<file path="config.mk">
export PLATFORM = sky130hd
export DESIGN_NAME = demux_sel_sequencer
export DESIGN_NICKNAME = d
export VERILOG_FILES = /design/src/rtl/demux_sel_sequencer_pkg.sv /design/src/rtl/demux_sel_counter.sv /design/src/rtl/demux_sel_sequencer.sv
export SDC_FILE = /design/constraint.sdc
export NUM_CORES = 1
export LEC_CHECK = 0
export CAP_MARGIN = 10
export CORE_AREA = 2 2 39 41
export DETAILED_ROUTE_END_ITERATION = 7
export DIE_AREA = 0 0 41 43
export DONT_BUFFER_PORTS = 1
export PLACE_DENSITY = 0.65
export SKIP_LAST_GASP = 1
export SLEW_MARGIN = 10
export SYNTH_ARGS = -nofsm -noshare
export SYNTH_HDL_FRONTEND = slang
export SYNTH_SLANG_ARGS = --single-unit
</file>
<file path="constraint.sdc">
create_clock -name clk -period 3.41 [get_ports clk]
set_clock_uncertainty 0.15 [all_clocks]
set_input_delay 0.8525 -clock clk [delete_from_list [all_inputs] [get_ports clk]]
set_output_delay 0.8525 -clock clk [all_outputs]
set_load 0.05 [all_outputs]
</file>
<file path="src/rtl/demux_sel_sequencer_pkg.sv">
// ----------------------------------------------------------------------------
// demux_sel_sequencer_pkg
// Shared definitions for the demux select sequencer and its benches.
//   NUM_CH   : number of demux channels (frame width in bits)
//   SEL_W    : width of the channel select, clog2(NUM_CH)
//   state_t  : sequencer FSM encoding (ST_IDLE = 1'b0, ST_SHIFT = 1'b1)
// ----------------------------------------------------------------------------
package demux_sel_sequencer_pkg;

  localparam int NUM_CH = 8;
  localparam int SEL_W  = 3;

  typedef enum logic {
    ST_IDLE  = 1'b0,
    ST_SHIFT = 1'b1
  } state_t;

endpackage

</file>
<file path="src/rtl/demux_sel_counter.sv">
// ----------------------------------------------------------------------------
// demux_sel_counter
// SEL_W-bit up/down counter with load-to-start, enable and terminal count.
// Counting up it runs 0 .. NUM_CH-1; counting down it runs NUM_CH-1 .. 0.
// Ports:
//   clk   in   system clock, rising edge
//   rst   in   asynchronous active-high reset (count -> 0)
//   load  in   load the start value (has priority over en)
//   en    in   advance one step
//   cnt   out  current count
//   tc    out  count is at its terminal value for the current direction
// ----------------------------------------------------------------------------
module demux_sel_counter #(
  parameter int NUM_CH = 8,
  parameter int SEL_W  = 3,
  parameter bit DOWN   = 1'b0
) (
  input  logic             clk,
  input  logic             rst,
  input  logic             load,
  input  logic             en,
  output logic [SEL_W-1:0] cnt,
  output logic             tc
);

  localparam logic [SEL_W-1:0] LAST      = SEL_W'(NUM_CH - 1);
  localparam logic [SEL_W-1:0] START_VAL = DOWN ? LAST : '0;
  localparam logic [SEL_W-1:0] END_VAL   = DOWN ? '0 : LAST;

  logic [SEL_W-1:0] cnt_reg;

  always_ff @(posedge clk or posedge rst) begin
    if (rst) begin
      cnt_reg <= '0;
    end else if (load) begin
      cnt_reg <= START_VAL;
    end else if (en) begin
      cnt_reg <= DOWN ? (cnt_reg - 1'b1) : (cnt_reg + 1'b1);
    end
  end

  assign cnt = cnt_reg;
  assign tc  = (cnt_reg == END_VAL);

endmodule

</file>
<file path="src/rtl/demux_sel_sequencer.sv">
// ----------------------------------------------------------------------------
// demux_sel_sequencer
// Accepts an NUM_CH-bit frame over valid/ready and serialises it one bit per
// clock onto demux_in, with sel naming the destination demux channel.
// Build option: define DEMUX_SEQ_MSB_FIRST_EN to emit the frame MSB first
// (sel counts NUM_CH-1 down to 0); otherwise LSB first (sel 0 up).
// Ports:
//   clk         in   system clock, rising edge
//   rst         in   asynchronous active-high reset
//   in_valid    in   frame offered on in_data
//   in_data     in   frame; bit k goes to channel k
//   in_ready    out  frame can be accepted this cycle
//   out_en      in   downstream enable; low stalls and holds outputs
//   sel         out  channel select to demux
//   demux_in    out  serial data bit to demux
//   out_valid   out  sel/demux_in carry a live bit
//   frame_done  out  one-cycle pulse with the last bit of a frame
// ----------------------------------------------------------------------------
module demux_sel_sequencer
  import demux_sel_sequencer_pkg::*;
(
  input  logic              clk,
  input  logic              rst,
  input  logic              in_valid,
  input  logic [NUM_CH-1:0] in_data,
  output logic              in_ready,
  input  logic              out_en,
  output logic [SEL_W-1:0]  sel,
  output logic              demux_in,
  output logic              out_valid,
  output logic              frame_done
);

`ifdef DEMUX_SEQ_MSB_FIRST_EN
  localparam bit MSB_FIRST = 1'b1;
`else
  localparam bit MSB_FIRST = 1'b0;
`endif

  state_t            state_reg;
  state_t            state_next;
  logic [NUM_CH-1:0] frame_reg;
  logic [SEL_W-1:0]  cnt;
  logic              cnt_tc;
  logic              accept;
  logic              cnt_load;
  logic              cnt_en;

  // Counter is reloaded both on accept and at end of frame, so it always
  // sits at the start value when a fresh frame begins.
  demux_sel_counter #(
    .NUM_CH (NUM_CH),
    .SEL_W  (SEL_W),
    .DOWN   (MSB_FIRST)
  ) u_cnt (
    .clk  (clk),
    .rst  (rst),
    .load (cnt_load),
    .en   (cnt_en),
    .cnt  (cnt),
    .tc   (cnt_tc)
  );

  always_ff @(posedge clk or posedge rst) begin
    if (rst) begin
      state_reg <= ST_IDLE;
    end else begin
      state_reg <= state_next;
    end
  end

  always_ff @(posedge clk or posedge rst) begin
    if (rst) begin
      frame_reg <= '0;
    end else if (accept) begin
      frame_reg <= in_data;
    end
  end

  // Outputs are decoded from registered state only (plus out_en/in_valid for
  // the handshake), so an asynchronous reset clears them without a clock.
  always_comb begin
    state_next = state_reg;
    out_valid  = 1'b0;
    sel        = '0;
    demux_in   = 1'b0;
    frame_done = 1'b0;
    in_ready   = 1'b0;
    accept     = 1'b0;
    cnt_load   = 1'b0;
    cnt_en     = 1'b0;

    case (state_reg)
      ST_IDLE: begin
        in_ready = 1'b1;
        accept   = in_valid;
        cnt_load = in_valid;
        if (in_valid) begin
          state_next = ST_SHIFT;
        end
      end

      ST_SHIFT: begin
        out_valid  = 1'b1;
        sel        = cnt;
        demux_in   = frame_reg[cnt];
        cnt_en     = out_en;
        frame_done = out_en && cnt_tc;
        // Last bit frees the slot this same cycle: no bubble between frames.
        in_ready   = frame_done;
        accept     = frame_done && in_valid;
        cnt_load   = frame_done;
        if (frame_done && !in_valid) begin
          state_next = ST_IDLE;
        end
      end

      default: begin
        state_next = ST_IDLE;
      end
    endcase
  end

endmodule
</file>
After elaboration in Yosys (flattened, before gate mapping) --
Index checks and enable logic that the tools add are counted.
Storage, ports and cells: register bits 12, input bits 12, logic and storage cells 27
Operators by class: add/sub/neg operators 1, order comparisons 1, eq/ne operators 1, multiplexer cells 15, bitwise gates (word level) 1, reduce and logical (&&, ||, !) cells 5
Operator list (count):
- 3-bit 2-to-1 mux | 3
- 1-bit case mux with 2 select lines | 4
- 1-bit 2-to-1 mux | 7
- 3-bit by 4-bit < comparator with 1-bit output, second input constant | 1
- 3-bit by 1-bit adder with 3-bit output, second input constant | 1
- 1-bit binary-select mux with 3-bit select | 1
- 3-bit equality test, second input constant | 1
- 1-bit logical AND | 3
- 2-bit nonzero test | 1
- 1-bit zero test | 1
- 1-bit inverter | 1

Longest topological paths before layout --
depth after elaboration 5, depth in mapped cells 5

By module --
Synthesis repeated with hierarchy kept, for this count alone.
Second synthesis, totals: cells, all modules 43, area total of the unflattened synthesis 590.6 µm²
By module, submodules not included:
- demux_sel_sequencer | instances 1, cells each 31, area each 446.7 µm², seq. area each 225.2 µm²
- demux_sel_counter | instances 1, cells each 12, area each 143.9 µm², seq. area each 75.1 µm²

Least setup slack after synthesis --
OpenSTA, ideal clock, no wires.
kind reg-to-output, start point register state_reg, end point output port demux_in, arrival time 1.937 ns, required time 2.408 ns, slack 0.471 ns, stages on the path, launching flop included 4, path buffers 1, cells stage by stage dfrtp_1 -> clkbuf_1 -> and2_1 -> a22o_1
Between the ends: longest elaborated chain between the ends 1
RTL lines:
- from (decl) | line demux_sel_sequencer.sv:40 | state_t state_reg;
- from (signal assigned) | line demux_sel_sequencer.sv:68 | state_reg <= state_next;
- 1-bit 2-to-1 mux | line demux_sel_sequencer.sv:93 | case (state_reg)
- to (decl) | line demux_sel_sequencer.sv:29 | output logic demux_in,
No other way between the ends.

Worst setup path after layout --
Same ends and word-level chain as after synthesis.

==> flow_metrics.tcl <==
set metrics [dict create \
    clock-sinks 12 \
    cts_hold_repair.buffers 0 \
    synth_top_area_cell "dfrtp_1" \
    ant_nets 0 \
    clk_pin_slew_ns 0.07 \
    post-route-period-util 0.809 \
    highest_layer "met3" \
    holdWs_ns 0.323 \
    area_delta_synth_final_pct 7.54 \
    place_congestion 0.682 \
    synth-seq-cells 12 \
    wire_per_inst_um 16.0 \
    ioPinCount 19 \
    synthCells 47 \
    maxCapViolCount 0 \
    first_global_vias 411 \
    io_buffers 0 \
    fin_nets 66 \
    met2_length_um 552 \
    grt_use_total 0.147 \
    mostFrequentLayoutCells "dfrtp_1 (12), mux2_2 (8), clkbuf_4 (3)" \
    finalWirelength_um 1060 \
    hold_class "input port to asynchronous set/reset pin" \
    hpwl_um 870 \
    worstPathRequired_ns 2.41 \
    multi_input_area_sq_um 303 \
    drv_slew 0 \
    grt_max_degree 13 \
    final_common_cell "dfrtp_1" \
    drtPass1Iterations 3 \
    syn-num-nets 61 \
    critical_path_class "flip-flop to primary output" \
    finalHoldViolations 0 \
    yosysTopAreaCellShare 0.489 \
    crit_fanout 12 \
    antenna_found_initial 0 \
    critPathSlowestCell "dfrtp_1" \
    clock_latency_ns 0.26 \
    vias 378 \
    initial_core_util 0.444 \
    nFillCells 130 \
    met1_length_um 435 \
    regToRegSetupSlack_ns 1.30 \
    worst_slew_pin_slew_ns 0.715 \
    start_kind "flip-flop" \
    cts_setup_buffers 0 \
    crit_arrival_ns 1.76 \
    ir_worst_vdd_v 0.000409 \
    drc 0 \
    cts_buffers 3 \
    drt_iter0_markers 5 \
    ctsRootBufferMaster "clkbuf_4" \
    die-height_um 43 \
    yosysWarningCount 0 \
    grt-ovfl-total 0 \
    setup_viol 0 \
    grt_pass1_wl_um 1700 \
    vias_per_cell 5.73 \
    htreeDepth 1 \
    status "finished, final reports clean" \
    wl_met3_um 72 \
    synthTopCellsByArea "dfrtp_1 (49%), mux2_2 (15%), mux4_2 (7.3%), ha_1 (4.1%), mux2i_1 (3.3%)" \
    coreArea_sq_um 1380 \
    powerDensity_nw_per_um2 941 \
    fin_tns_setup_ns 0 \
    max_clock_freq_ghz 0.362 \
    yosysUniqueCellTypes 22 \
    drive_above_1_share 0.360 \
    rsz0062_at_grt "false" \
    period_needed_ns 2.76 \
    cts_tree "done" \
    end_kind "primary output" \
    syn_avg_cell_area_sq_um 13.1 \
    core.rowCount 14 \
    antenna_cells 0 \
    cts_resized 0 \
    die_area_sq_um 1760 \
    cpPeakStageDelay_ns 0.81 \
    yosysSeqAreaShare 0.489 \
    die_x_um 41 \
    regArea_sq_um 300 \
    slew_headroom 0.523 \
    power.leakage_uw 0.000309 \
    path_cells "and2_1, a22o_1" \
    cts_buffer_depth 2 \
    syn-cell-area_sq_um 614 \
    largest_reg_flops 8 \
]
-- power by group --
part	switching (uW)	leakage, uW	total (uW)	internal [uW]
Sequential	51.2	0.000143	255	204
Combinational	166	0.000152	287	120
Clock	39.5	0.0000138	80.2	40.7
Total	257	0.000309	622	365
-- layer usage --
layer | track usage | vias to the layer above
li1 | - | 179
met1 | 0.189 | 185
met2 | 0.213 | 14
met3 | 0.0314 | 0
met4 | 0.100 | 0
met5 | 0 | -
-- layout make-up --
cell class                      instances  area share
Timing Repair Buffer                    1      0.0114
Sequential cell                        12       0.455
Inverter                                2      0.0114
Multi-Input combinational cell         32       0.458
Tap cell                               16      0.0303
Clock buffer                            3      0.0341
-- cell usage after synthesis --
cell type  instances
a22o_2             1
nand2b_1           1
clkbuf_1           1
dfrtp_1           12
a21bo_2            1
nor2b_1            1
nand2_2            1
o21ai_0            1
nor2_1             1
nand2_1            2
and2_2             1
and2_1             2
mux4_2             2
mux2_2             8
nand3b_1           1
ha_1               2
nand4b_1           1
inv_1              2
mux2i_1            2
and3_1             1
or2b_1             1
a22o_1             2
-- through the flow --
stage	cell area, sq um	setup slack (ns)	power [uW]	std cells	utilization
floorplan	614	0.471	499	47	-
global placement	638	0.960	537	63	0.461
detailed placement	638	0.921	549	63	0.461
CTS	661	0.631	633	66	0.477
global route	661	0.564	668	66	0.477
finish	661	0.650	622	66	0.477
-- worst paths after layout --
| path | startpoint | endpoint | cells past startpoint |
|---|---|---|---|
| setup reg to reg | u_cnt.cnt[0]$_DFFE_PP0P_ | frame_reg[5]$_DFFE_PP0P_ | 5 |
| hold reg to reg | frame_reg[0]$_DFFE_PP0P_ | frame_reg[0]$_DFFE_PP0P_ | 1 |
| min in group clk | frame_reg[0]$_DFFE_PP0P_ | frame_reg[0]$_DFFE_PP0P_ | 1 |
| setup / recovery | state_reg$_DFF_PP0_ | demux_in | 2 |
| hold / removal | rst | frame_reg[6]$_DFFE_PP0P_ | 1 |
| max in group asynchronous | rst | u_cnt.cnt[2]$_DFFE_PP0P_ | 1 |
-- logic make-up (layout without fill, tap and decap cells) --
family | count (synthesis) | count (layout) | synth area share
simple gates | 13 | 13 | 0.130
mux | 12 | 12 | 0.253
flops | 12 | 12 | 0.489
compound gates | 5 | 5 | 0.0692
buf+inv | 3 | 6 | 0.0183
fa+ha+maj | 2 | 2 | 0.0407
-- critical path, delay by kind of cell, from the launching register on --
| family | cells | cell delay [ns] |
|---|---|---|
| simple gates | 1 | 0.24 |
| compound gates | 1 | 0.45 |
| flops | 1 | 0.81 |
Note: power is estimated with default switching activity, not from simulation.
